$ cat src/rtl/trng_health_buffer_if.sv
// Handshake bundle between the TRNG generator, the health buffer and the
// key/nonce consumer. The buffer itself uses the slave view; whatever drives
// the generator and consumer sides uses the master view.
interface trng_health_buffer_if #(
  parameter int DATA_WIDTH = 256,
  parameter int DEPTH      = 4,
  parameter int FAIL_LIMIT = 3
);
  logic [DATA_WIDTH-1:0]         rnd_data_i;
  logic                          rnd_valid_i;
  logic                          trng_en_o;
  logic [DATA_WIDTH-1:0]         key_o;
  logic                          key_valid_o;
  logic                          key_ready_i;
  logic [$clog2(DEPTH):0]        level_o;
  logic [$clog2(FAIL_LIMIT):0]   fail_cnt_o;
  logic                          alarm_o;

  modport slave (
    input  rnd_data_i, rnd_valid_i, key_ready_i,
    output trng_en_o, key_o, key_valid_o, level_o, fail_cnt_o, alarm_o
  );

  modport master (
    output rnd_data_i, rnd_valid_i, key_ready_i,
    input  trng_en_o, key_o, key_valid_o, level_o, fail_cnt_o, alarm_o
  );
endinterface

$ cat src/rtl/trng_health_buffer.sv
// Health-checked buffer for random words: one-word check stage (constant,
// repeat and ones-density tests) feeding a small circular FIFO. Throttles the
// generator so the FIFO can never overflow, and latches a sticky alarm after
// FAIL_LIMIT consecutive failing words, which silences all output until reset.
module trng_health_buffer #(
  parameter int DATA_WIDTH = 256,
  parameter int DEPTH      = 4,
  parameter int MIN_ONES   = 96,
  parameter int MAX_ONES   = 160,
  parameter int FAIL_LIMIT = 3
) (
  input  logic                 clk,
  input  logic                 rst,
  trng_health_buffer_if.slave  bus
);

  localparam int PW = $clog2(DEPTH);
  localparam int LW = $clog2(DEPTH) + 1;
  localparam int FW = $clog2(FAIL_LIMIT) + 1;
  localparam int CW = $clog2(DATA_WIDTH) + 1;

  localparam logic [CW-1:0] MIN_PC  = CW'(MIN_ONES);
  localparam logic [CW-1:0] MAX_PC  = CW'(MAX_ONES);
  localparam logic [LW-1:0] DEPTH_L = LW'(DEPTH);
  localparam logic [FW-1:0] LIMIT_F = FW'(FAIL_LIMIT);

  // FIFO storage: plain array, no reset needed since key_o is gated by level
  logic [DATA_WIDTH-1:0] mem [DEPTH];

  logic [DATA_WIDTH-1:0] check_reg;
  logic [DATA_WIDTH-1:0] prev_reg;
  logic                  pend_reg;
  logic                  prev_valid_reg;
  logic                  alarm_reg;
  logic [PW-1:0]         wr_ptr_reg;
  logic [PW-1:0]         rd_ptr_reg;
  logic [LW-1:0]         level_reg;
  logic [FW-1:0]         fail_cnt_reg;
  logic [FW-1:0]         fail_cnt_next;

  logic [CW-1:0] ones;
  logic [LW-1:0] occupancy;
  logic          word_bad;
  logic          retire;
  logic          push;
  logic          pop;
  logic          accept;
  logic          trng_en;
  logic          key_valid;
  logic          alarm_set;

  // The pending word already owns a FIFO slot, so it counts toward occupancy
  assign occupancy = level_reg + LW'(pend_reg);
  assign trng_en   = !alarm_reg && (occupancy < DEPTH_L);
  assign accept    = bus.rnd_valid_i && trng_en;
  assign key_valid = !alarm_reg && (level_reg != '0);
  assign pop       = key_valid && bus.key_ready_i;
  assign retire    = pend_reg && !alarm_reg;

  // Ones count of the word in the check register
  always_comb begin
    ones = '0;
    for (int i = 0; i < DATA_WIDTH; i++) begin
      ones = ones + CW'(check_reg[i]);
    end
  end

  // A single verdict per word, however many individual tests it trips
  assign word_bad = (check_reg == '0) || (check_reg == '1) ||
                    (prev_valid_reg && (check_reg == prev_reg)) ||
                    (ones < MIN_PC) || (ones > MAX_PC);
  assign push     = retire && !word_bad;

  // Consecutive-failure counter update and alarm trigger
  always_comb begin
    fail_cnt_next = fail_cnt_reg;
    alarm_set     = 1'b0;
    if (retire) begin
      if (word_bad) begin
        if (fail_cnt_reg < LIMIT_F) begin
          fail_cnt_next = fail_cnt_reg + FW'(1);
        end
        alarm_set = (fail_cnt_reg >= (LIMIT_F - FW'(1)));
      end else begin
        fail_cnt_next = '0;
      end
    end
  end

  assign bus.trng_en_o   = trng_en;
  assign bus.key_valid_o = key_valid;
  assign bus.key_o       = key_valid ? mem[rd_ptr_reg] : '0;
  assign bus.level_o     = level_reg;
  assign bus.fail_cnt_o  = fail_cnt_reg;
  assign bus.alarm_o     = alarm_reg;

  // Check stage: capture accepted word, retire it one cycle later, remember it
  always_ff @(posedge clk or posedge rst) begin
    if (rst) begin
      check_reg      <= '0;
      pend_reg       <= 1'b0;
      prev_reg       <= '0;
      prev_valid_reg <= 1'b0;
    end else begin
      if (alarm_reg || alarm_set) begin
        pend_reg <= 1'b0;
      end else if (accept) begin
        check_reg <= bus.rnd_data_i;
        pend_reg  <= 1'b1;
      end else if (retire) begin
        pend_reg <= 1'b0;
      end
      if (retire) begin
        prev_reg       <= check_reg;
        prev_valid_reg <= 1'b1;
      end
    end
  end

  // FIFO write port
  always_ff @(posedge clk) begin
    if (push) begin
      mem[wr_ptr_reg] <= check_reg;
    end
  end

  // FIFO pointers and occupancy; the alarm flushes everything
  always_ff @(posedge clk or posedge rst) begin
    if (rst) begin
      wr_ptr_reg <= '0;
      rd_ptr_reg <= '0;
      level_reg  <= '0;
    end else if (alarm_reg || alarm_set) begin
      wr_ptr_reg <= '0;
      rd_ptr_reg <= '0;
      level_reg  <= '0;
    end else begin
      if (push) begin
        wr_ptr_reg <= wr_ptr_reg + PW'(1);
      end
      if (pop) begin
        rd_ptr_reg <= rd_ptr_reg + PW'(1);
      end
      level_reg <= level_reg + LW'(push) - LW'(pop);
    end
  end

  // Failure counter and sticky alarm
  always_ff @(posedge clk or posedge rst) begin
    if (rst) begin
      fail_cnt_reg <= '0;
      alarm_reg    <= 1'b0;
    end else begin
      fail_cnt_reg <= fail_cnt_next;
      alarm_reg    <= alarm_reg | alarm_set;
    end
  end

endmodule

$ cat src/flat_wrapper.sv
// flat-port wrapper written by rule: the top's interface ports become plain ports
module trng_health_buffer_flat 
#(
  parameter int DATA_WIDTH = 256,
  parameter int DEPTH      = 4,
  parameter int MIN_ONES   = 96,
  parameter int MAX_ONES   = 160,
  parameter int FAIL_LIMIT = 3
)
  (clk, rst, bus_rnd_data_i, bus_rnd_valid_i, bus_key_ready_i, bus_trng_en_o, bus_key_o, bus_key_valid_o, bus_level_o, bus_fail_cnt_o, bus_alarm_o);
  trng_health_buffer_if #(.DATA_WIDTH(DATA_WIDTH), .DEPTH(DEPTH), .FAIL_LIMIT(FAIL_LIMIT)) bus_i ();
  input  logic clk;
  input  logic rst;
  input wire logic [$bits(bus_i.rnd_data_i)-1:0] bus_rnd_data_i;
  input wire logic [$bits(bus_i.rnd_valid_i)-1:0] bus_rnd_valid_i;
  input wire logic [$bits(bus_i.key_ready_i)-1:0] bus_key_ready_i;
  output wire logic [$bits(bus_i.trng_en_o)-1:0] bus_trng_en_o;
  output wire logic [$bits(bus_i.key_o)-1:0] bus_key_o;
  output wire logic [$bits(bus_i.key_valid_o)-1:0] bus_key_valid_o;
  output wire logic [$bits(bus_i.level_o)-1:0] bus_level_o;
  output wire logic [$bits(bus_i.fail_cnt_o)-1:0] bus_fail_cnt_o;
  output wire logic [$bits(bus_i.alarm_o)-1:0] bus_alarm_o;
  assign bus_i.rnd_data_i = bus_rnd_data_i;
  assign bus_i.rnd_valid_i = bus_rnd_valid_i;
  assign bus_i.key_ready_i = bus_key_ready_i;
  assign bus_trng_en_o = bus_i.trng_en_o;
  assign bus_key_o = bus_i.key_o;
  assign bus_key_valid_o = bus_i.key_valid_o;
  assign bus_level_o = bus_i.level_o;
  assign bus_fail_cnt_o = bus_i.fail_cnt_o;
  assign bus_alarm_o = bus_i.alarm_o;
  trng_health_buffer #(.DATA_WIDTH(DATA_WIDTH), .DEPTH(DEPTH), .MIN_ONES(MIN_ONES), .MAX_ONES(MAX_ONES), .FAIL_LIMIT(FAIL_LIMIT)) u_core (.clk(clk), .rst(rst), .bus(bus_i));
endmodule
$ cat config.mk
export PLATFORM = sky130hd
export DESIGN_NAME = trng_health_buffer_flat
export DESIGN_NICKNAME = d
export VERILOG_FILES = /design/src/rtl/trng_health_buffer_if.sv /design/src/rtl/trng_health_buffer.sv /design/src/flat_wrapper.sv
export SDC_FILE = /design/constraint.sdc
export NUM_CORES = 2
export LEC_CHECK = 0
export BUFFER_PORTS_ARGS = -buffer_cell sky130_fd_sc_hd__buf_4
export CAP_MARGIN = 40
export CORE_MARGIN = 4
export CORE_UTILIZATION = 40
export CTS_BUF_LIST = sky130_fd_sc_hd__clkbuf_8 sky130_fd_sc_hd__clkbuf_16
export CTS_CLUSTER_SIZE = 28
export DETAILED_ROUTE_END_ITERATION = 8
export PLACE_DENSITY_LB_ADDON = 0.2
export SETUP_SLACK_MARGIN = 0.4
export SYNTH_ARGS = -nofsm -noshare
export SYNTH_HDL_FRONTEND = slang
export SYNTH_SLANG_ARGS = --single-unit
$ cat constraint.sdc
create_clock -name clk -period 19.6 [get_ports clk]
set_clock_uncertainty 0.1 [all_clocks]
set_input_delay 0.98 -clock clk [delete_from_list [all_inputs] [get_ports clk]]
set_output_delay 0.98 -clock clk [all_outputs]
set_load 0.01 [all_outputs]
==> metrics.txt <==
Final Hold Fails 0; area of the multi-input gates 0.02372 mm²; Hold Crit Class in -> async; post-place instance area 0.07759 mm²; Core Area 0.1744 mm²; prevailing post-synth register cell edfxtp_1; syn avg cell area 13.86 µm²; Die X-Extent between 400 and 500 µm; Sink Count approximately 1500; register bit total from synthesis 1549; Clk Latency, worst-skew pair between 800 and 900 ps; worst rel slew slack between 15 and 20%; cell count after synthesis 5071; Crit Path Max Fanout 49; Max-cap violations 0; WS Path Type reg -> reg; vias in the first global route 45364; max-slew violation count 0; Bufs on Longest Clock Path 3; Fmax 85.13 MHz; TritonCTS Buffers 168; input/output buffers between 500 and 600; routability cong. ~1.0; post-synth net total 5623; largest family of logic cells by synthesized area simple AND/OR/NAND/NOR gates; drt pass-1 iters 6; WL final 243.0 mm; setup TNS 0 ps; Critical Path End Type flip-flop; pin count of the biggest net entering global routing roughly 150; cell area after layout about 0.083 mm²; RSZ-0062 raised after global routing false; crit path DAT 12150 ps; run status completed; endpoints failing setup 0; Post-CTS Setup Inserts 0; number of synthesized flops with an enable pin 1024; DR vias/cell 5.639; Largest register FFs 1024; Starting Density 40.31%; CP required 20010 ps; synth-to-layout area growth 18.60%; critical path's slowest cell and2_4; FP Rows 153; xor/xnor share of the synthesized area 1.856%; root buffer cell clkbuf_16; hold_buf cts 0; count of cell types in the netlist 48; Core Util, Final 47.81%; Ys Warns 0; fraction of layout cells with a size suffix above 1 approximately a fifth; DIE AREA 0.1825 mm²; H-tree Lvls 4; post-synthesis adder-cell area fraction 7.791%; Routed wire per std cell 30.05 µm; proportion of synthesized area in mux cells 8.200%; DR DRC count 0; Register Area 0.04389 mm²; post-synthesis compound-gate area fraction 4.819%; Via Count 45606; I/O pin count 525; GRT Residual Overflow 0; asr flop ratio synth between 30% and 40%; Worst-Margin Slew roughly 1200 ps; post-synthesis simple-gate area fraction 11.00%; register area share after synthesis 62.42%; Clk pin slew, worst setup/hold paths 60 ps; fin crit share 59.93%; most used cell along the critical path fa_1; initial antenna violation count 8; fillers 15276; crit start category flip-flop; detailed-placement wirelength estimate 172.6 mm; Tmin final 11750 ps; Nets 6166; die span in y about 430 µm; DRT antenna net count 0; mapped cell area 0.07031 mm²; global-route wire length before repair 343.6 mm; CP peak stage delay 770 ps; Total GRT Usage 26.49%; CTS resizes 0; Iter 0 DRT Violations 5267; CTS tree built
[placed cells by master (no fill, tap or decap), types with 173 or more instances in the layout]
cell and n:
fa_1 243, mux4_2 256, nand3_1 264, and2_1 257, inv_1 466, nand2_1 693, dfrtp_1 523, o22ai_1 282
edfxtp_1 1024, o21ai_0 173, buf_4 623
[worst paths after layout]
kind | startpoint | end | slack [ps] | cells after the start
min in group clk | bus_rnd_data_i[101] | u_core.check_reg[101] | 290 | 3
max reg2reg | u_core.check_reg[156] | u_core.mem[1][122] | 7850 | 29
max in group asynchronous | rst | u_core.check_reg[15] | 16330 | 6
min | rst | u_core.check_reg[145] | 180 | 2
max | u_core.check_reg[156] | u_core.mem[1][122] | 7850 | 29
min reg2reg | u_core.prev_valid_reg | u_core.prev_valid_reg | 370 | 1
[worst max-delay path, delay by kind of cell (launching register included)]
kind            cells  cell delay, ps
fa+ha+maj          13            6230
buf+inv             9            1740
compound gates      3             600
flops               1             510
simple gates        4            2060
[kinds of logic (layout without fill, tap and decap cells)]
| family | count (synthesis) | after routing |
|---|---|---|
| AO/OA/AOI/OAI | 542 | 542 |
| XOR/XNOR | 149 | 149 |
| adder cells (fa/ha/maj) | 292 | 292 |
| buffers and inverters | 710 | 1398 |
| flip-flops | 1549 | 1549 |
| multiplexers | 256 | 256 |
| other | 0 | 3 |
| AND/OR/NAND/NOR | 1573 | 1573 |
[synthesized netlist by cell type (4+ instances only)]
cell       instances  area share (%)
nand3_1          264             1.9
fa_1             243             6.9
dfrtp_1          525              19
buf_2             32            0.23
ha_1              49            0.87
o2111ai_1         23            0.29
or4_1              5           0.053
and2_1           261             2.3
nor4_1           117             1.0
nand4_1          113             1.0
a22o_1            14            0.17
o21ai_0          173             1.2
nand2b_1          63            0.56
xnor2_1           92             1.1
nor2_1            18           0.096
inv_1            424             2.3
a2111oi_0          5           0.062
o22ai_1          282             2.5
a21oi_1            6           0.043
mux4_2           256             8.2
nor3_1             9           0.064
a2111o_1           4           0.064
clkbuf_1         204             1.1
xor2_1            57            0.71
edfxtp_1        1024              44
o2bb2ai_1         18            0.22
buf_1             38            0.20
nand2_1          694             3.7
nor2b_1           20            0.18
buf_4             12            0.13
[final cells by class]
cell class / count / area share [%]
Antenna cell: 3 / 0.009003
Clock buffer: 195 / 5.501
Clock inverter: 120 / 1.434
Inverter: 424 / 1.918
Multi-Input combinational cell: 2812 / 28.45
Sequential cell: 1549 / 52.64
Tap cell: 2325 / 3.489
Timing Repair Buffer: 659 / 6.560
[per-stage QoR]
stage	setup slack (ps)	cells	hold WS, ps
after floorplan	3852	5071	339.8
after global placement	7761	7740	354.5
after detailed placement	7921	7768	356.4
after CTS	7937	8083	213.0
after global routing	7355	8085	254.7
final	7853	8087	178.8
[per-layer routing]
metal	share of wire (%)	wire (µm)	global-route usage (%)
met1	42	102500	37.73
met2	47	114500	41.73
met3	7.2	17400	4.180
met4	3.5	8592	8.852
met5	0.010	25	0
Power is left out: the tool's default activity adds up to more than one toggle a clock period on the data nets, which glitch-free logic cannot reach.
